==> src/rtl/trap_ctrl_if.sv <==
// Bus bundle between the pipeline/CSR file and trap_ctrl, together with the
// exception-status and CSR address encodings both sides share.
`ifndef EXC_STATUS_WIDTH
`define EXC_STATUS_WIDTH 3
`endif
`ifndef EXC_STATUS_ECALL
`define EXC_STATUS_ECALL 3'd1
`endif
`ifndef EXC_STATUS_EBREAK
`define EXC_STATUS_EBREAK 3'd2
`endif
`ifndef EXC_STATUS_ILLEGAL
`define EXC_STATUS_ILLEGAL 3'd3
`endif
`ifndef EXC_STATUS_MRET
`define EXC_STATUS_MRET 3'd4
`endif
`ifndef CSR_MSTATUS
`define CSR_MSTATUS 12'h300
`endif
`ifndef CSR_MEPC
`define CSR_MEPC 12'h341
`endif
`ifndef CSR_MCAUSE
`define CSR_MCAUSE 12'h342
`endif

interface trap_ctrl_if #(
  parameter int NUM_IRQ = 4
);
  logic [`EXC_STATUS_WIDTH-1:0] exc_status;
  logic [31:0]                  inst_addr_i;
  logic                         br_taken;
  logic [31:0]                  br_target;
  logic [NUM_IRQ-1:0]           irq_i;
  logic [NUM_IRQ-1:0]           irq_en_i;
  logic                         global_interrupt_enable;
  logic [31:0]                  csr_mtvec;
  logic [31:0]                  csr_mepc;
  logic [31:0]                  csr_mstatus;
  logic                         hold_flag;
  logic [NUM_IRQ-1:0]           irq_pending_o;
  logic [NUM_IRQ-1:0]           irq_ack_o;
  logic                         csr_we;
  logic [11:0]                  csr_waddr;
  logic [31:0]                  csr_wdata;
  logic                         int_assert;
  logic [31:0]                  int_addr;

  modport master (
    output exc_status, inst_addr_i, br_taken, br_target, irq_i, irq_en_i,
           global_interrupt_enable, csr_mtvec, csr_mepc, csr_mstatus,
    input  hold_flag, irq_pending_o, irq_ack_o, csr_we, csr_waddr, csr_wdata,
           int_assert, int_addr
  );

  modport slave (
    input  exc_status, inst_addr_i, br_taken, br_target, irq_i, irq_en_i,
           global_interrupt_enable, csr_mtvec, csr_mepc, csr_mstatus,
    output hold_flag, irq_pending_o, irq_ack_o, csr_we, csr_waddr, csr_wdata,
           int_assert, int_addr
  );
endinterface

==> src/rtl/trap_ctrl.sv <==
// Machine-mode trap controller: latches/prioritises interrupts, sequences the
// mepc/mstatus/mcause writes and redirects the pipeline to the handler or mepc.
module trap_ctrl #(
  parameter int                 NUM_IRQ        = 4,
  parameter logic [NUM_IRQ-1:0] IRQ_EDGE       = {NUM_IRQ{1'b0}},
  parameter int                 IRQ_CAUSE_BASE = 16
) (
  input logic       clk,
  input logic       rst_n,
  trap_ctrl_if.slave bus
);

  typedef enum logic [2:0] {IDLE, MEPC, MSTATUS, MCAUSE, MRET, JUMP} state_e;

  state_e             state_q, state_d;
  logic [NUM_IRQ-1:0] irq_prev_q, irq_pend_q, irq_pend_d;
  logic [NUM_IRQ-1:0] pending, eligible, irq_onehot, ack;
  logic [31:0]        cause_q, cause_d, pc_q, pc_d;
  logic               is_irq_q, is_irq_d, is_mret_q, is_mret_d;
  logic               csr_we_q, csr_we_d, int_assert_q, int_assert_d;
  logic [11:0]        csr_waddr_q, csr_waddr_d;
  logic [31:0]        csr_wdata_q, csr_wdata_d, int_addr_q, int_addr_d;
  logic               exc_req, mret_req, irq_found;
  logic [4:0]         irq_sel;
  logic [31:0]        exc_cause, trap_base;

  assign pending  = (irq_pend_q & IRQ_EDGE) | (bus.irq_i & ~IRQ_EDGE);
  assign eligible = pending & bus.irq_en_i & {NUM_IRQ{bus.global_interrupt_enable}};

  // Scan downwards so the lowest eligible index is the one left selected.
  always_comb begin
    irq_found  = 1'b0;
    irq_sel    = '0;
    irq_onehot = '0;
    for (int i = NUM_IRQ - 1; i >= 0; i--) begin
      if (eligible[i]) begin
        irq_found     = 1'b1;
        irq_sel       = 5'(i);
        irq_onehot    = '0;
        irq_onehot[i] = 1'b1;
      end
    end
  end

  always_comb begin
    exc_req   = 1'b1;
    exc_cause = '0;
    case (bus.exc_status)
      `EXC_STATUS_ECALL:   exc_cause = 32'd11;
      `EXC_STATUS_EBREAK:  exc_cause = 32'd3;
      `EXC_STATUS_ILLEGAL: exc_cause = 32'd2;
      default:             exc_req   = 1'b0;
    endcase
  end

  assign mret_req = (bus.exc_status == `EXC_STATUS_MRET);

  always_comb begin
    state_d   = state_q;
    cause_d   = cause_q;
    pc_d      = pc_q;
    is_irq_d  = is_irq_q;
    is_mret_d = is_mret_q;
    ack       = '0;
    case (state_q)
      IDLE: begin
        if (exc_req) begin
          state_d   = MEPC;
          cause_d   = exc_cause;
          pc_d      = bus.br_taken ? (bus.br_target - 32'd4) : bus.inst_addr_i;
          is_irq_d  = 1'b0;
          is_mret_d = 1'b0;
        end else if (irq_found) begin
          state_d   = MEPC;
          cause_d   = {1'b1, 31'(IRQ_CAUSE_BASE) + 31'(irq_sel)};
          pc_d      = bus.br_taken ? bus.br_target : bus.inst_addr_i;
          is_irq_d  = 1'b1;
          is_mret_d = 1'b0;
          ack       = irq_onehot;
        end else if (mret_req) begin
          state_d   = MRET;
          is_irq_d  = 1'b0;
          is_mret_d = 1'b1;
        end
      end
      MEPC:    state_d = MSTATUS;
      MSTATUS: state_d = MCAUSE;
      MCAUSE:  state_d = JUMP;
      MRET:    state_d = JUMP;
      JUMP:    state_d = IDLE;
      default: state_d = IDLE;
    endcase
  end

  // Set beats clear: a fresh edge on the line being acked keeps it pending.
  assign irq_pend_d = ((irq_pend_q & ~ack) | (bus.irq_i & ~irq_prev_q)) & IRQ_EDGE;

  // Outputs are registered from the state being entered so they line up with it.
  always_comb begin
    trap_base    = {bus.csr_mtvec[31:2], 2'b00};
    csr_we_d     = 1'b0;
    csr_waddr_d  = '0;
    csr_wdata_d  = '0;
    int_assert_d = 1'b0;
    int_addr_d   = '0;
    case (state_d)
      MEPC: begin
        csr_we_d    = 1'b1;
        csr_waddr_d = `CSR_MEPC;
        csr_wdata_d = pc_d;
      end
      MSTATUS: begin
        csr_we_d           = 1'b1;
        csr_waddr_d        = `CSR_MSTATUS;
        csr_wdata_d        = bus.csr_mstatus;
        csr_wdata_d[7]     = bus.csr_mstatus[3];
        csr_wdata_d[3]     = 1'b0;
        csr_wdata_d[12:11] = 2'b11;
      end
      MCAUSE: begin
        csr_we_d    = 1'b1;
        csr_waddr_d = `CSR_MCAUSE;
        csr_wdata_d = cause_d;
      end
      MRET: begin
        csr_we_d       = 1'b1;
        csr_waddr_d    = `CSR_MSTATUS;
        csr_wdata_d    = bus.csr_mstatus;
        csr_wdata_d[3] = bus.csr_mstatus[7];
        csr_wdata_d[7] = 1'b1;
      end
      JUMP: begin
        int_assert_d = 1'b1;
        if (is_mret_d)
          int_addr_d = bus.csr_mepc;
        else if (bus.csr_mtvec[1:0] == 2'b01 && is_irq_d)
          int_addr_d = trap_base + {cause_d[29:0], 2'b00};
        else
          int_addr_d = trap_base;
      end
      default: ;
    endcase
  end

  always_ff @(posedge clk or negedge rst_n) begin
    if (!rst_n) begin
      state_q    <= IDLE;
      irq_prev_q <= '0;
      irq_pend_q <= '0;
      cause_q    <= '0;
      pc_q       <= '0;
      is_irq_q   <= 1'b0;
      is_mret_q  <= 1'b0;
    end else begin
      state_q    <= state_d;
      irq_prev_q <= bus.irq_i;
      irq_pend_q <= irq_pend_d;
      cause_q    <= cause_d;
      pc_q       <= pc_d;
      is_irq_q   <= is_irq_d;
      is_mret_q  <= is_mret_d;
    end
  end

  always_ff @(posedge clk or negedge rst_n) begin
    if (!rst_n) begin
      csr_we_q     <= 1'b0;
      csr_waddr_q  <= '0;
      csr_wdata_q  <= '0;
      int_assert_q <= 1'b0;
      int_addr_q   <= '0;
    end else begin
      csr_we_q     <= csr_we_d;
      csr_waddr_q  <= csr_waddr_d;
      csr_wdata_q  <= csr_wdata_d;
      int_assert_q <= int_assert_d;
      int_addr_q   <= int_addr_d;
    end
  end

  assign bus.hold_flag     = (state_q != IDLE) | exc_req | irq_found | mret_req;
  assign bus.irq_pending_o = pending;
  assign bus.irq_ack_o     = ack;
  assign bus.csr_we        = csr_we_q;
  assign bus.csr_waddr     = csr_waddr_q;
  assign bus.csr_wdata     = csr_wdata_q;
  assign bus.int_assert    = int_assert_q;
  assign bus.int_addr      = int_addr_q;

endmodule

==> src/flat_wrapper.sv <==
// flat-port wrapper written by rule: the top's interface ports become plain ports
module trap_ctrl_flat 
#(
  parameter int                 NUM_IRQ        = 4,
  parameter logic [NUM_IRQ-1:0] IRQ_EDGE       = {NUM_IRQ{1'b0}},
  parameter int                 IRQ_CAUSE_BASE = 16
)
  (clk, rst_n, bus_exc_status, bus_inst_addr_i, bus_br_taken, bus_br_target, bus_irq_i, bus_irq_en_i, bus_global_interrupt_enable, bus_csr_mtvec, bus_csr_mepc, bus_csr_mstatus, bus_hold_flag, bus_irq_pending_o, bus_irq_ack_o, bus_csr_we, bus_csr_waddr, bus_csr_wdata, bus_int_assert, bus_int_addr);
  trap_ctrl_if #(.NUM_IRQ(NUM_IRQ)) bus_i ();
  input logic clk;
  input logic rst_n;
  input wire logic [$bits(bus_i.exc_status)-1:0] bus_exc_status;
  input wire logic [$bits(bus_i.inst_addr_i)-1:0] bus_inst_addr_i;
  input wire logic [$bits(bus_i.br_taken)-1:0] bus_br_taken;
  input wire logic [$bits(bus_i.br_target)-1:0] bus_br_target;
  input wire logic [$bits(bus_i.irq_i)-1:0] bus_irq_i;
  input wire logic [$bits(bus_i.irq_en_i)-1:0] bus_irq_en_i;
  input wire logic [$bits(bus_i.global_interrupt_enable)-1:0] bus_global_interrupt_enable;
  input wire logic [$bits(bus_i.csr_mtvec)-1:0] bus_csr_mtvec;
  input wire logic [$bits(bus_i.csr_mepc)-1:0] bus_csr_mepc;
  input wire logic [$bits(bus_i.csr_mstatus)-1:0] bus_csr_mstatus;
  output wire logic [$bits(bus_i.hold_flag)-1:0] bus_hold_flag;
  output wire logic [$bits(bus_i.irq_pending_o)-1:0] bus_irq_pending_o;
  output wire logic [$bits(bus_i.irq_ack_o)-1:0] bus_irq_ack_o;
  output wire logic [$bits(bus_i.csr_we)-1:0] bus_csr_we;
  output wire logic [$bits(bus_i.csr_waddr)-1:0] bus_csr_waddr;
  output wire logic [$bits(bus_i.csr_wdata)-1:0] bus_csr_wdata;
  output wire logic [$bits(bus_i.int_assert)-1:0] bus_int_assert;
  output wire logic [$bits(bus_i.int_addr)-1:0] bus_int_addr;
  assign bus_i.exc_status = bus_exc_status;
  assign bus_i.inst_addr_i = bus_inst_addr_i;
  assign bus_i.br_taken = bus_br_taken;
  assign bus_i.br_target = bus_br_target;
  assign bus_i.irq_i = bus_irq_i;
  assign bus_i.irq_en_i = bus_irq_en_i;
  assign bus_i.global_interrupt_enable = bus_global_interrupt_enable;
  assign bus_i.csr_mtvec = bus_csr_mtvec;
  assign bus_i.csr_mepc = bus_csr_mepc;
  assign bus_i.csr_mstatus = bus_csr_mstatus;
  assign bus_hold_flag = bus_i.hold_flag;
  assign bus_irq_pending_o = bus_i.irq_pending_o;
  assign bus_irq_ack_o = bus_i.irq_ack_o;
  assign bus_csr_we = bus_i.csr_we;
  assign bus_csr_waddr = bus_i.csr_waddr;
  assign bus_csr_wdata = bus_i.csr_wdata;
  assign bus_int_assert = bus_i.int_assert;
  assign bus_int_addr = bus_i.int_addr;
  trap_ctrl #(.NUM_IRQ(NUM_IRQ), .IRQ_EDGE(IRQ_EDGE), .IRQ_CAUSE_BASE(IRQ_CAUSE_BASE)) u_core (.clk(clk), .rst_n(rst_n), .bus(bus_i));
endmodule
==> config.mk <==
export PLATFORM = sky130hd
export DESIGN_NAME = trap_ctrl_flat
export DESIGN_NICKNAME = d
export VERILOG_FILES = /design/src/rtl/trap_ctrl_if.sv /design/src/rtl/trap_ctrl.sv /design/src/flat_wrapper.sv
export SDC_FILE = /design/constraint.sdc
export NUM_CORES = 1
export LEC_CHECK = 0
export BUFFER_PORTS_ARGS = -buffer_cell sky130_fd_sc_hd__clkbuf_2
export CAP_MARGIN = 25
export CORE_MARGIN = 3
export CORE_UTILIZATION = 47
export CTS_BUF_LIST = sky130_fd_sc_hd__clkbuf_8
export CTS_CLUSTER_SIZE = 8
export DETAILED_ROUTE_END_ITERATION = 7
export PLACE_DENSITY = 0.85
export REMOVE_ABC_BUFFERS = 1
export SETUP_SLACK_MARGIN = 0.4
export SYNTH_ARGS = -nofsm -noshare
export SYNTH_HDL_FRONTEND = slang
export SYNTH_SLANG_ARGS = --single-unit
==> constraint.sdc <==
create_clock -name clk -period 3.7 [get_ports clk]
set_clock_uncertainty 0.2 [all_clocks]
set_input_delay 0.74 -clock clk [delete_from_list [all_inputs] [get_ports clk]]
set_output_delay 0.74 -clock clk [all_outputs]
set_load 0.01 [all_outputs]
==> run summary <==
The final cell count without fillers is 1451. During synthesis, Yosys emitted a total of 0 warnings. The logs give 0 for the max-cap violation count and -0.678 ns for the setup slack at placement. The run gives 1439 as the total number of nets in the final design. The most used flip-flop cell after synthesis is dfrtp_1. For this configuration, the core starts out at a cell density of 48.8%. The tools report the origin of the worst setup path as bus_irq_i[1]. The run gives 7520 um2 as the post-synthesis cell area. Worst path arrival time: 3.87 ns. For this block, the via count after detailed routing is 8535. Clock tree synthesis found a total of 114 sinks.

The layout filler cell count was 1172. Clock-pin slew on the worst setup and hold paths: 0.08 ns. The total wire length after detailed routing was 29.4 mm. The total overflow left after global routing is 0. In this run the worst path has a maximum fanout of 4.

Once routing completed, OpenROAD measured the worst setup slack at 0.00680 ns. The total count of max-transition violations in the final report came out at 0. The final standard cell area without fillers is 11100 um2, and the basic-gate share of the synthesized area counting and, or, nand and nor cells is 21.1%. Synthesis handed over a netlist of 857 instances.

The routed design could run at a clock period as short as 3.69 ns. The launching element type of the critical path was an input pin. In this run the static leakage power is 0.00556 uW. The area share of the largest cell type after synthesis was 37.9%. Sorting the synthesized cells by how often they occur yields 114 x dfrtp_1, 110 x nand2_1, 70 x nor2_1.

The number of antenna violations at the first check in global routing was 2. The first routing iteration left 917 violations. Counting flops and latches in the post-synthesis netlist gives 114. The tree is rooted in a clkbuf_8. For the count of inserted antenna diode cells, the log shows 0.

Headroom to the max-slew limit came out at 41.5%. Of the total synthesized cell area, the portion taken by XOR and XNOR cells is 2.91%. Summing the areas of all fa, ha and maj instances in the mapped netlist gives 6.25% of the synthesized area. The first global-routing pass estimated 43.8 mm of wire. The area of the die is 17600 um2. Of the cells placed in the final design, the portion with a size suffix greater than 1 is 45.9%.

Site row count: 45. The startpoint identified for the worst register-to-register timing path is u_core.state_q[0]. The longest individual stage delay on the worst path was 0.35 ns; the maximum achievable frequency was 271 MHz.

For this run, global-route usage on met1 was measured as 40.7%. Setup repair after global routing could not meet its margin everywhere. Total buffers and inverters traversed by the critical path: 3.

In this run the horizontal extent of the chip is 133 um. The run finished with clean final reports. After legalization and detailed placement, the total HPWL measured 20.3 mm. The met2 track demand over resource is 53.2%.

The final count of hold timing violations is 0, and the final-report setup violation count is 0. Global routing used 31.5% of the available tracks. For the core footprint, the log shows 15400 um2.

The run gives 9770 um2 as the placed standard-cell area. After global routing, the most crowded layer is met2. At the worst endpoint, the required time is 3.88 ns. The transition time of the tightest slew-check pin works out to 0.878 ns. dfrtp_1 is the most common cell in the netlist. The synthesized netlist devotes 22.3% of its cell area to compound gates.

Broken down by cell family, the worst path's largest delay share belongs to compound AO/OA/AOI/OAI gates. The worst setup path is of the in -> reg kind. After synthesis, the cell types taking the most area are dfrtp_1 38%, ha_1 6.0%, nand2_1 5.5%.

After clock tree synthesis, the flow added hold-fix buffers numbering 0. Via count of the first global-routing pass: 8243. The remaining antenna violation count was 0. TritonCTS built the clock tree. Period utilization: 99.8%. The congestion estimate from routability-driven global placement came to 0.949. 262 I/O pins were placed.

The average detailed-routed wire length per instance is 20.3 um. The later pin in the worst-skew pair is clocked with a latency of 0.45 ns. For this run, asynchronously set or reset flops after synthesis account for 100%. The die is 133 um tall. Multiplexer cells account for 4.87% of the synthesized area. The signal on the critical path passes through buf_6 -> a22o_1 -> o21a_1 -> o21ai_4 -> inv_2 -> o22a_1 -> ha_2 -> fa_2 -> nand3_2 -> a211oi_2 -> a211oi_1 -> buf_4 -> o21a_4 -> o211ai_1 -> a21oi_2 -> xnor2_1 -> nand2_1 -> a31oi_1. The synthesis-to-finish area growth was 47.7%; the worst IR drop on VDD was 284 uV.

For the part of the Yosys area used for sequential elements, the log shows 37.9%. The logs give 2 for the buffer depth of the longest clock path and 6.50% for the global-route met3 utilization. The H-tree was split into 4 levels. In this run, distinct cell masters in the synthesized netlist total 79. After detailed placement, the design holds a cell count of 1395. Among all stages on the critical path, the largest delay is contributed by fa_2.

For the number of CTS-inserted buffers, the log shows 17. The power per standard cell area came out at 536 nW/um2. For this run, design rule violations remaining after detail routing come to 0. Using the TritonRoute via totals, the vias-per-cell ratio works out to 5.88.

After synthesis, the largest family of logic cells by area is compound AO/OA/AOI/OAI gates. The number of port buffers is 254, and the number of enable-type register cells in the synthesized netlist is 0. Largest area contributor in the synthesized netlist: dfrtp_1. The min-delay analysis places its worst path in the category in -> async. Entering global routing, the biggest net connects 61 pins. For the length of the first detailed-routing pass in iterations, the log shows 6.

Element type at the critical path end: a flip-flop. Each instance of the synthesized netlist takes up on average 8.78 um2.
## routing by layer
layer / part of all wire (%) / vias up
met5: 0.078 / -
met1: 39 / 4087
met2: 49 / 513
met4: 2.6 / 4
li1: - / 3854
met3: 9.3 / 77
## layout by cell type (no fill, tap or decap), drive strengths merged, types with 10 or more instances in the layout
cell    count
a211oi     13
clkbuf    269
a311oi     12
a221o      11
nor3       28
nand2     110
and2       28
dfrtp     114
a21oi      68
xnor2      15
ha         36
xor2       10
buf       153
nand3      19
mux2i      31
inv        14
o21ai      53
a22oi      21
nor2       72
nand2b     10
## layout make-up
| cell class | instances | area, um2 | area share (%) |
|---|---|---|---|
| clock buffer | 17 | 234 | 2.11 |
| tap | 211 | 264 | 2.38 |
| sequential | 114 | 2850 | 25.7 |
| inverter | 12 | 45.0 | 0.405 |
| multi-input combinational | 676 | 5030 | 45.3 |
| timing repair buffer | 406 | 2520 | 22.7 |
| clock inverter | 15 | 160 | 1.44 |
## where the power goes
group          total, uW  switching [uW]  internal [uW]
Combinational       2980            1710           1270
Sequential          1770             144           1630
Clock               1210             602            604
Total               5960            2460           3500
## flip-flops by register name, summed over array words and instances (netlist names)
signal and flops:
u_core.bus.csr_waddr 4, u_core.pc_q 7, u_core.bus.int_addr 32, u_core.state_q 3
u_core.cause_q 32, u_core.bus.int_assert 1, u_core.bus.csr_we 1, u_core.is_irq_q 1
u_core.is_mret_q 1, u_core.bus.csr_wdata 32
## kinds of logic (layout without fill, tap and decap cells)
| family | count (synthesis) | after routing |
|---|---|---|
| simple gates | 320 | 320 |
| compound gates | 251 | 251 |
| flops | 114 | 114 |
| buf+inv | 73 | 450 |
| fa+ha+maj | 37 | 37 |
| mux | 36 | 36 |
| xor+xnor | 25 | 25 |
| other cells | 1 | 7 |
## worst reg2reg max path: cells and delay by family, from the launching register on
family	cells	cell delay (ns)
and+or+nand+nor	4	0.60
xor gates and xnor gates	1	0.18
AOI/OAI and AO/OA	7	1.18
adders and majority gates	1	0.33
buffers and inverters	4	0.63
DFF	1	0.43
## stage by stage
step | hold slack [ns] | utilization (%) | total power (uW) | TNS (ns)
5_1_grt | 0.213 | 72.0 | 6240 | -0.156
3_5_place_dp | 0.273 | 63.3 | 4340 | -9.05
3_3_place_gp | 0.276 | 63.3 | 4290 | -7.93
6_report | 0.159 | 72.0 | 5960 | 0
4_1_cts | 0.179 | 69.3 | 5750 | 0
2_1_floorplan | 0.244 | - | 3070 | -47.18
## worst paths after layout
kind / endpoint / slack (ns) / depth (start not counted)
worst max-delay path: u_core.bus.int_addr[22] / 0.007 / 18
worst min-delay path: u_core.bus.csr_wdata[28] / 0.16 / 1
worst max register to register: u_core.bus.int_addr[24] / 0.05 / 17
worst min register to register: u_core.cause_q[30] / 0.30 / 1
max in group asynchronous: u_core.cause_q[15] / 2.38 / 2
min in group clk: u_core.bus.csr_wdata[23] / 0.28 / 3
## what timing repair did
item / CTS / global route
resized for setup: 83 / 69
endpoints found under the setup margin: 23 / 25
buffers inserted: 12 / 11
endpoints found under the hold margin: 0 / 0
cloned: 1 / 0
pin swaps: 42 / 74
(Power assumes the default switching activity.)
